### src/rtl/ysyx_25040105_pkg.sv
// Shared types and constants for the load/store unit: FSM state encoding
// and the RV32I funct3 encodings for loads and stores.
package ysyx_25040105_pkg;

    typedef enum logic [1:0] {
        IDLE = 2'd0,
        REQ  = 2'd1,
        WAIT = 2'd2,
        DONE = 2'd3
    } lsu_state_e;

    // Load funct3 encodings
    localparam logic [2:0] LB  = 3'b000;
    localparam logic [2:0] LH  = 3'b001;
    localparam logic [2:0] LW  = 3'b010;
    localparam logic [2:0] LBU = 3'b100;
    localparam logic [2:0] LHU = 3'b101;

    // Store funct3 encodings
    localparam logic [2:0] SB  = 3'b000;
    localparam logic [2:0] SH  = 3'b001;
    localparam logic [2:0] SW  = 3'b010;

endpackage

### src/rtl/ysyx_25040105_lsu_align.sv
// Byte-lane logic for the LSU: store strobe/data shifting, access legality
// and misalignment detection on the incoming op, and load-word extraction
// with sign/zero extension on the captured op.
module ysyx_25040105_lsu_align
    import ysyx_25040105_pkg::*;
(
    // request side (live inputs, evaluated at accept)
    input  logic [1:0]  addr_lo_i,
    input  logic [31:0] wdata_i,
    input  logic [2:0]  funct3_i,
    input  logic        ren_i,
    input  logic        wen_i,
    output logic [3:0]  wmask_o,
    output logic [31:0] wdata_o,
    output logic        err_o,
    // response side (captured op, evaluated when the load word returns)
    input  logic [1:0]  ld_addr_lo_i,
    input  logic [2:0]  ld_funct3_i,
    input  logic [31:0] rdata_i,
    output logic [31:0] ld_data_o
);

    logic        illegal;
    logic        misalign;
    logic [3:0]  base_mask;
    logic [31:0] rshift;

    // Legality: funct3 must be one the op supports, and load+store at once is meaningless
    always_comb begin
        illegal = 1'b0;
        if (ren_i && wen_i) begin
            illegal = 1'b1;
        end else if (ren_i) begin
            case (funct3_i)
                LB, LH, LW, LBU, LHU: illegal = 1'b0;
                default:              illegal = 1'b1;
            endcase
        end else if (wen_i) begin
            case (funct3_i)
                SB, SH, SW: illegal = 1'b0;
                default:    illegal = 1'b1;
            endcase
        end
    end

    // Natural alignment: halfwords on even bytes, words on word boundaries
    always_comb begin
        misalign = 1'b0;
        if (ren_i || wen_i) begin
            if (funct3_i[1:0] == 2'b01)
                misalign = addr_lo_i[0];
            else if (funct3_i[1:0] == 2'b10)
                misalign = (addr_lo_i != 2'b00);
        end
        err_o = illegal | misalign;
    end

    // Store lanes: size-based strobe and data both shifted to the addressed byte
    always_comb begin
        case (funct3_i[1:0])
            2'b00:   base_mask = 4'b0001;
            2'b01:   base_mask = 4'b0011;
            default: base_mask = 4'b1111;
        endcase
        wmask_o = base_mask << addr_lo_i;
        wdata_o = wdata_i << {addr_lo_i, 3'b000};
    end

    // Load lanes: bring the addressed byte/halfword to bit 0, then extend
    always_comb begin
        rshift = rdata_i >> {ld_addr_lo_i, 3'b000};
        case (ld_funct3_i)
            LB:      ld_data_o = {{24{rshift[7]}}, rshift[7:0]};
            LH:      ld_data_o = {{16{rshift[15]}}, rshift[15:0]};
            LBU:     ld_data_o = {24'd0, rshift[7:0]};
            LHU:     ld_data_o = {16'd0, rshift[15:0]};
            default: ld_data_o = rshift;
        endcase
    end

endmodule

### src/rtl/ysyx_25040105_lsu.sv
// Load/store unit: accepts one EXU result at a time, issues at most one
// memory request, and hands a registered write-back beat to the WBU.
// Non-memory ops and illegal/misaligned ops bypass memory entirely.
module ysyx_25040105_lsu
    import ysyx_25040105_pkg::*;
(
    input  logic        clk,
    input  logic        rst,
    // EXU side
    input  logic        in_valid,
    output logic        in_ready,
    input  logic [31:0] in_addr,
    input  logic [31:0] in_wdata,
    input  logic        in_ren,
    input  logic        in_wen,
    input  logic [2:0]  in_funct3,
    input  logic [4:0]  in_rd,
    input  logic        in_reg_wen,
    // memory side
    output logic        mem_req_valid,
    input  logic        mem_req_ready,
    output logic        mem_req_wen,
    output logic [31:0] mem_req_addr,
    output logic [31:0] mem_req_wdata,
    output logic [3:0]  mem_req_wmask,
    input  logic        mem_resp_valid,
    input  logic [31:0] mem_resp_rdata,
    // WBU side
    output logic        out_valid,
    input  logic        out_ready,
    output logic [31:0] out_data,
    output logic [4:0]  out_rd,
    output logic        out_reg_wen,
    output logic        out_err
);

    lsu_state_e  state_q;
    logic        in_ready_q;
    logic        mem_req_valid_q;
    logic        mem_req_wen_q;
    logic [31:0] mem_req_addr_q;
    logic [31:0] mem_req_wdata_q;
    logic [3:0]  mem_req_wmask_q;
    logic        out_valid_q;
    logic [31:0] out_data_q;
    logic [4:0]  out_rd_q;
    logic        out_reg_wen_q;
    logic        out_err_q;
    // captured op fields needed after accept
    logic        is_load_q;
    logic [1:0]  ld_lo_q;
    logic [2:0]  ld_f3_q;

    logic [3:0]  al_wmask;
    logic [31:0] al_wdata;
    logic        al_err;
    logic [31:0] al_ld_data;

    ysyx_25040105_lsu_align u_align (
        .addr_lo_i    (in_addr[1:0]),
        .wdata_i      (in_wdata),
        .funct3_i     (in_funct3),
        .ren_i        (in_ren),
        .wen_i        (in_wen),
        .wmask_o      (al_wmask),
        .wdata_o      (al_wdata),
        .err_o        (al_err),
        .ld_addr_lo_i (ld_lo_q),
        .ld_funct3_i  (ld_f3_q),
        .rdata_i      (mem_resp_rdata),
        .ld_data_o    (al_ld_data)
    );

    // Transaction FSM with all outputs registered
    always_ff @(posedge clk or posedge rst) begin
        if (rst) begin
            state_q         <= IDLE;
            in_ready_q      <= 1'b1;
            mem_req_valid_q <= 1'b0;
            mem_req_wen_q   <= 1'b0;
            mem_req_addr_q  <= 32'd0;
            mem_req_wdata_q <= 32'd0;
            mem_req_wmask_q <= 4'd0;
            out_valid_q     <= 1'b0;
            out_data_q      <= 32'd0;
            out_rd_q        <= 5'd0;
            out_reg_wen_q   <= 1'b0;
            out_err_q       <= 1'b0;
            is_load_q       <= 1'b0;
            ld_lo_q         <= 2'd0;
            ld_f3_q         <= 3'd0;
        end else begin
            case (state_q)
                IDLE: begin
                    if (in_valid) begin
                        in_ready_q <= 1'b0;
                        out_rd_q   <= in_rd;
                        is_load_q  <= in_ren;
                        ld_lo_q    <= in_addr[1:0];
                        ld_f3_q    <= in_funct3;
                        if (al_err) begin
                            // faulting op: report without touching memory
                            out_err_q     <= 1'b1;
                            out_reg_wen_q <= 1'b0;
                            out_data_q    <= 32'd0;
                            out_valid_q   <= 1'b1;
                            state_q       <= DONE;
                        end else if (!in_ren && !in_wen) begin
                            // ALU result passes straight to write-back
                            out_err_q     <= 1'b0;
                            out_reg_wen_q <= in_reg_wen;
                            out_data_q    <= in_addr;
                            out_valid_q   <= 1'b1;
                            state_q       <= DONE;
                        end else begin
                            out_err_q       <= 1'b0;
                            out_reg_wen_q   <= in_ren ? in_reg_wen : 1'b0;
                            out_data_q      <= 32'd0;
                            mem_req_valid_q <= 1'b1;
                            mem_req_wen_q   <= in_wen;
                            mem_req_addr_q  <= {in_addr[31:2], 2'b00};
                            mem_req_wdata_q <= in_wen ? al_wdata : 32'd0;
                            mem_req_wmask_q <= in_wen ? al_wmask : 4'd0;
                            state_q         <= REQ;
                        end
                    end
                end
                REQ: begin
                    if (mem_req_ready) begin
                        mem_req_valid_q <= 1'b0;
                        state_q         <= WAIT;
                    end
                end
                WAIT: begin
                    if (mem_resp_valid) begin
                        if (is_load_q)
                            out_data_q <= al_ld_data;
                        out_valid_q <= 1'b1;
                        state_q     <= DONE;
                    end
                end
                DONE: begin
                    if (out_ready) begin
                        out_valid_q <= 1'b0;
                        in_ready_q  <= 1'b1;
                        state_q     <= IDLE;
                    end
                end
                default: begin
                    state_q <= IDLE;
                end
            endcase
        end
    end

    assign in_ready      = in_ready_q;
    assign mem_req_valid = mem_req_valid_q;
    assign mem_req_wen   = mem_req_wen_q;
    assign mem_req_addr  = mem_req_addr_q;
    assign mem_req_wdata = mem_req_wdata_q;
    assign mem_req_wmask = mem_req_wmask_q;
    assign out_valid     = out_valid_q;
    assign out_data      = out_data_q;
    assign out_rd        = out_rd_q;
    assign out_reg_wen   = out_reg_wen_q;
    assign out_err       = out_err_q;

endmodule

### config.mk
export PLATFORM = sky130hd
export DESIGN_NAME = ysyx_25040105_lsu
export DESIGN_NICKNAME = d
export VERILOG_FILES = /design/src/rtl/ysyx_25040105_pkg.sv /design/src/rtl/ysyx_25040105_lsu_align.sv /design/src/rtl/ysyx_25040105_lsu.sv
export SDC_FILE = /design/constraint.sdc
export NUM_CORES = 1
export LEC_CHECK = 0
export ABC_AREA = 1
export BUFFER_PORTS_ARGS = -buffer_cell sky130_fd_sc_hd__buf_2
export CAP_MARGIN = 20
export CORE_ASPECT_RATIO = 2
export CORE_MARGIN = 1
export CORE_UTILIZATION = 55
export CTS_CLUSTER_DIAMETER = 60
export DETAILED_ROUTE_END_ITERATION = 8
export GPL_TIMING_DRIVEN = 0
export HOLD_SLACK_MARGIN = 0.08
export PLACE_DENSITY = 0.91
export SYNTH_ARGS = -nofsm -noshare
export SYNTH_HDL_FRONTEND = slang
export SYNTH_HIERARCHICAL = 1
export SYNTH_SLANG_ARGS = --single-unit
### constraint.sdc
create_clock -name clk -period 7.1 [get_ports clk]
set_input_delay 1.42 -clock clk [delete_from_list [all_inputs] [get_ports clk]]
set_output_delay 1.42 -clock clk [all_outputs]
set_load 0.1 [all_outputs]
==> results of run 1 <==
-- state kept, by name, summed over array words and instances, names as in the netlist, 2 cells and up --
| name | cells |
|---|---|
| mem_req_addr | 30 |
| ld_f3_q | 3 |
| out_data | 32 |
| ld_lo_q | 2 |
| mem_req_wmask | 4 |
| state_q | 2 |
| mem_req_wdata | 32 |
| out_rd | 5 |
-- metrics by stage --
step	area, um2	instances	utilization	worst slack (ns)	hold WS, ns
2_1_floorplan	6490	900	-	2.58	0.471
4_1_cts	8430	1296	0.738	3.95	0.469
3_5_place_dp	7800	1264	0.683	3.58	0.455
6_report	8430	1296	0.738	3.76	0.466
3_3_place_gp	7770	1263	0.680	1.29	0.449
5_1_grt	8430	1296	0.738	3.64	0.490
-- cell families after synthesis --
group | count (synthesis) | share of synthesized area
AND/OR/NAND/NOR | 486 | 0.308
AO/OA/AOI/OAI | 157 | 0.127
buffers and inverters | 132 | 0.100
flip-flops | 117 | 0.452
adder cells (fa/ha/maj) | 6 | 0.0116
other | 1 | 0.000578
-- worst min-delay path: stages (launching register included) --
cell,delay [ns]
dfrtp_1,0.33
nand2_1,0.05
nand2_1,0.05
-- path summary, 6_finish.rpt --
| check | from | end | slack, ns | cells after the start |
|---|---|---|---|---|
| max | in_addr[1] | out_data[20] | 3.76 | 12 |
| min | mem_req_wdata[23] | mem_req_wdata[23] | 0.47 | 2 |
| max reg2reg | state_q[0] | out_data[20] | 5.07 | 9 |
| min reg2reg | mem_req_wdata[23] | mem_req_wdata[23] | 0.47 | 2 |
| max in group asynchronous | rst | in_ready | 5.34 | 3 |
| min in group asynchronous | rst | mem_req_wdata[26] | 1.00 | 2 |
-- layout make-up --
cell class | count | area, um2 | area share
sequential | 117 | 2930 | 0.348
multi-input combinational | 651 | 2910 | 0.345
timing repair buffer | 222 | 1130 | 0.135
clock buffer | 19 | 453 | 0.0537
buffer | 58 | 370 | 0.0439
inverter | 74 | 285 | 0.0339
tap | 142 | 178 | 0.0211
clock inverter | 13 | 171 | 0.0203
-- cell usage in the layout (no fill, tap or decap), types with 5 or more instances in the layout --
cell	Yosys	routed
nand2_1	353	353
buf_2	23	244
dfrtp_1	116	116
o21ai_0	106	106
inv_1	71	70
nand3_1	67	67
nor2_1	47	47
a21oi_1	32	32
clkbuf_16	0	17
buf_6	12	12
clkbuf_1	11	11
buf_4	8	8
a22oi_1	8	8
o22ai_1	7	7
ha_1	6	6
nand3_2	5	5
-- metal layers --
layer / wire, um / global-route usage / share of wire / vias to the layer above
met1: 7220 / 0.351 / 0.32 / 3298
met3: 1450 / 0.0743 / 0.064 / 106
li1: - / - / - / 3343
met5: 0 / 0 / 0 / -
met2: 12200 / 0.719 / 0.54 / 390
met4: 1690 / 0.278 / 0.075 / 0
==> flow_summary.toml, run 1 <==
[grt]
antenna_found_initial = 0
grt_pass1_vias = 7210
grt_pass1_wl_um = 35100
track_usage = 0.382
grt_start_max_net_pins = 76
grt_overflow = 0

[logic_synthesis]
yosysSeqAreaShare = 0.452
synth_ff_type = "dfrtp_1"
synth_top_area_cell = "dfrtp_1"
synth_cell_types = 31
synthesis.area_mm2 = 0.00648
yosys.area.top_type_share = 0.448
synth_async_sr_flop_share = 1.00
synth_warnings = 6
syn_inst = 899
ys_ff_latch = 117
yosys.cell_count.top_type = "nand2_1"
synth_area_per_cell_um2 = 7.21
synthTopCellsByArea = "dfrtp_1 (45%), nand2_1 (20%), o21ai_0 (8.2%)"
synth_common_cells = "nand2_1 (353), dfrtp_1 (116), o21ai_0 (106)"
synth_edf_count = 0

[final_layout]
diodes = 0
fill_cells = 953
final_nets = 1260
drive_above_1_share = 0.277
area_delta_synth_final_pct = 30.0

[critical_path]
crit_fanout = 10
end_kind = "flip-flop"
path_buf_inv = 3
cp_data_arrival_time_ns = 3.70
crit_required_ns = 7.46
crit_chain = "buf_2 > buf_2 > nor2_1 > nor2_1 > nand2_1 > nand3_1 > nor2_1 > nand2_1 > clkbuf_2 > o21ai_0 > nand2_1 > nand2_1"
startpoint_type = "primary input"
slowest_stage = "nor2_1"
critPathMostFrequentCell = "nand2_1"
cpPeakStageDelay_ns = 0.44
critPathTopFamily = "simple AND/OR/NAND/NOR gates"
worstSetupPathType = "primary input to flip-flop"

[clock_network]
cts_setup_buffers = 0
cts_tree = "yes"
clock-sinks = 117
cts.path.max_buffers = 2
htree_levels = 4
cts_root_buf = "clkbuf_16"
clk_latency_ns = 0.42
hold_buffers = 0
cts_buffers = 17
clkTransAtPathRegs_ns = 0.06
cts-resized-gates = 0

[timing]
finalSetupViolations = 0
hold_viol_final = 0
finalSetupTns_ns = 0
tightest_slew_ns = 0.631
fin_crit_ns = 3.34
rsz0062_at_grt = "no"
finalCritPeriodShare = 0.471
finalClockSkew_ns = 0.00635
fmax_mhz = 299
slew_headroom = 0.580
drv_slew = 0

[placed_design]
io_buffers = 221
gp_congestion = 0.976
hpwl_um = 17300

[detailed_routing]
drtIter0Drc = 547
ant_nets = 0
first_pass_iters = 7
avgViaCountPerCell = 5.51
wirelength_um = 22600
drc_errors = 0
via_count = 7137
wire_per_inst_um = 17.4

[job]
drv_cap = 0

[floorplan]
start_util = 0.567
std_cell_rows = 55
die_w_um = 78.8
fp.dieArea_mm2 = 0.0123
pin_count = 224
coreArea_mm2 = 0.0114
die_y_um = 156

[outcome]
status = "completed"

[worst_hold_path]
holdCritPathClass = "flip-flop to flip-flop"
Power of run 1 is left out: the tool's default activity adds up to more than one toggle a clock period on the data nets, which glitch-free logic cannot reach.
==> inputs of run 2 (changes only) <==
Settings changed: CORE_UTILIZATION 55 to 46, PLACE_DENSITY 0.91 to 0.81.
Clock period 7.1 ns to 2.7 ns, I/O delays scaled along.
==> run 2 against run 1 <==
Effect of this change: final area up 0.19%; register-to-register slack got worse by 4.3 ns; global-route usage down 7.5 points; non-clock buffer count rose by 1; flip-flop and latch count unchanged; routed wire length fell by 3.2%; critical path depth did not move; hold slack worse by 0.19 ns; critical path type unchanged; critical endpoint unchanged; largest cell class unchanged.
==> flow_summary.toml, run 2 (same netlist as run 1, synthesis figures left out) <==
[critical_path]
startpoint_type = "primary input"
path_buf_inv = 3
cpPeakStageDelay_ns = 0.36
slowest_stage = "nor2_1"
crit_required_ns = 3.06
worstSetupPathType = "primary input to flip-flop"
end_kind = "flip-flop"
crit_chain = "buf_2 > buf_2 > nor2_1 > nor2_1 > nand2_1 > nand3_1 > nor2_1 > nand2_1 > clkbuf_2 > o21ai_0 > nand2_1 > nand2_1"
crit_fanout = 10
cp_data_arrival_time_ns = 2.59
reg2reg_depth = 9
r2r_setup_slack_ns = 0.75
crit_cells = 12
critPathTopFamily = "simple AND/OR/NAND/NOR gates"
critPathMostFrequentCell = "nand2_1"

[final_layout]
fin_util = 0.611
fill_cells = 1326
final_cell_mix = "nand2_1 (353), buf_2 (244), dfrtp_1 (116)"
layout_commonest_cell = "nand2_1"
final_area_mm2 = 0.00844
final_cells = 1345
area_delta_synth_final_pct = 30.2
final_nets = 1261
drive_above_1_share = 0.278

[clock_network]
hold_buffers = 0
clock-sinks = 117
cts_root_buf = "clkbuf_16"
cts_tree = "yes"
cts.path.max_buffers = 2
cts-resized-gates = 0
htree_levels = 4
clk_latency_ns = 0.42
cts_buffers = 17
clkTransAtPathRegs_ns = 0.06
cts_setup_buffers = 0

[placed_design]
hpwl_um = 17300
gp_congestion = 0.985
dp_cells = 1312
io_buffers = 221
place_area_mm2 = 0.00787

[timing]
tightest_slew_ns = 0.854
hold_viol_final = 0
finalSetupViolations = 0
finalClockSkew_ns = 0.00851
rsz0062_at_grt = "no"
slew_headroom = 0.430
fin_crit_ns = 2.23
finalSetupTns_ns = 0
fmax_mhz = 448
drv_slew = 0
finalCritPeriodShare = 0.827

[floorplan]
std_cell_rows = 61
pin_count = 224
die_y_um = 170
fp.dieArea_mm2 = 0.0146
coreArea_mm2 = 0.0138
start_util = 0.469
die_w_um = 85.9

[detailed_routing]
drtIter0Drc = 430
wire_per_inst_um = 16.3
avgViaCountPerCell = 5.16
wirelength_um = 21900
ant_nets = 0
first_pass_iters = 5
drc_errors = 0
via_count = 6936

[grt]
grt_pass1_wl_um = 33800
grt_overflow = 0
grt_pass1_vias = 6772
antenna_found_initial = 1
track_usage = 0.307
grt_start_max_net_pins = 45

[outcome]
status = "completed"

[job]
drv_cap = 0

[worst_hold_path]
holdCritPathClass = "primary input to async pin"
[run 2: cell count changes in the layout (fill, tap and decap cells not counted), sizes merged]
| cell | previous run | this run |
|---|---|---|
| buf | 266 | 267 |
| bufinv | 3 | 1 |
| clkbuf | 33 | 32 |
| clkinv | 5 | 8 |
| clkinvlp | 2 | 4 |
| diode | 0 | 1 |
| inv | 77 | 75 |
[run 2: worst paths after layout]
path,startpoint,endpoint
min,rst,mem_req_wdata[2]
min in group clk,in_rd[4],out_rd[4]
max in group asynchronous,rst,in_ready
min reg2reg,mem_req_wmask[2],mem_req_wmask[2]
max reg2reg,state_q[0],out_data[20]
max,in_addr[1],out_data[20]
[run 2: worst reg2reg max path: stages, from the launching register on]
cell,delay (ns)
dfrtp_1,0.41
inv_1,0.11
ha_1,0.20
buf_2,0.20
nor2_1,0.11
nand2_1,0.18
clkbuf_2,0.23
o21ai_0,0.30
nand2_1,0.11
nand2_1,0.06
[run 2: layout make-up]
class,count,area [um2],area share
Sequential cell,117,2930,0.347
Multi-Input combinational cell,651,2910,0.344
Timing Repair Buffer,223,1150,0.136
Clock buffer,18,439,0.0520
Buffer,58,370,0.0439
Inverter,74,284,0.0336
Tap cell,189,236,0.0280
Clock inverter,14,129,0.0153
Antenna cell,1,2.50,0.000296
[run 2: metrics by stage]
step | hold slack [ns] | worst slack (ns)
finish | 0.278 | 0.468
global route | 0.332 | 0.322
CTS | 0.296 | 0.481
detailed placement | 0.456 | 0.0394
global placement | 0.449 | -0.0324
floorplan | 0.471 | 0.733
[run 2: metal layers]
| layer | GRT usage | wire [um] | vias up |
|---|---|---|---|
| li1 | - | - | 3339 |
| met1 | 0.291 | 7200 | 3181 |
| met2 | 0.589 | 12200 | 322 |
| met3 | 0.0480 | 1030 | 94 |
| met4 | 0.200 | 1460 | 0 |
| met5 | 0 | 0 | - |
Power of run 2 is left out for the same reason.
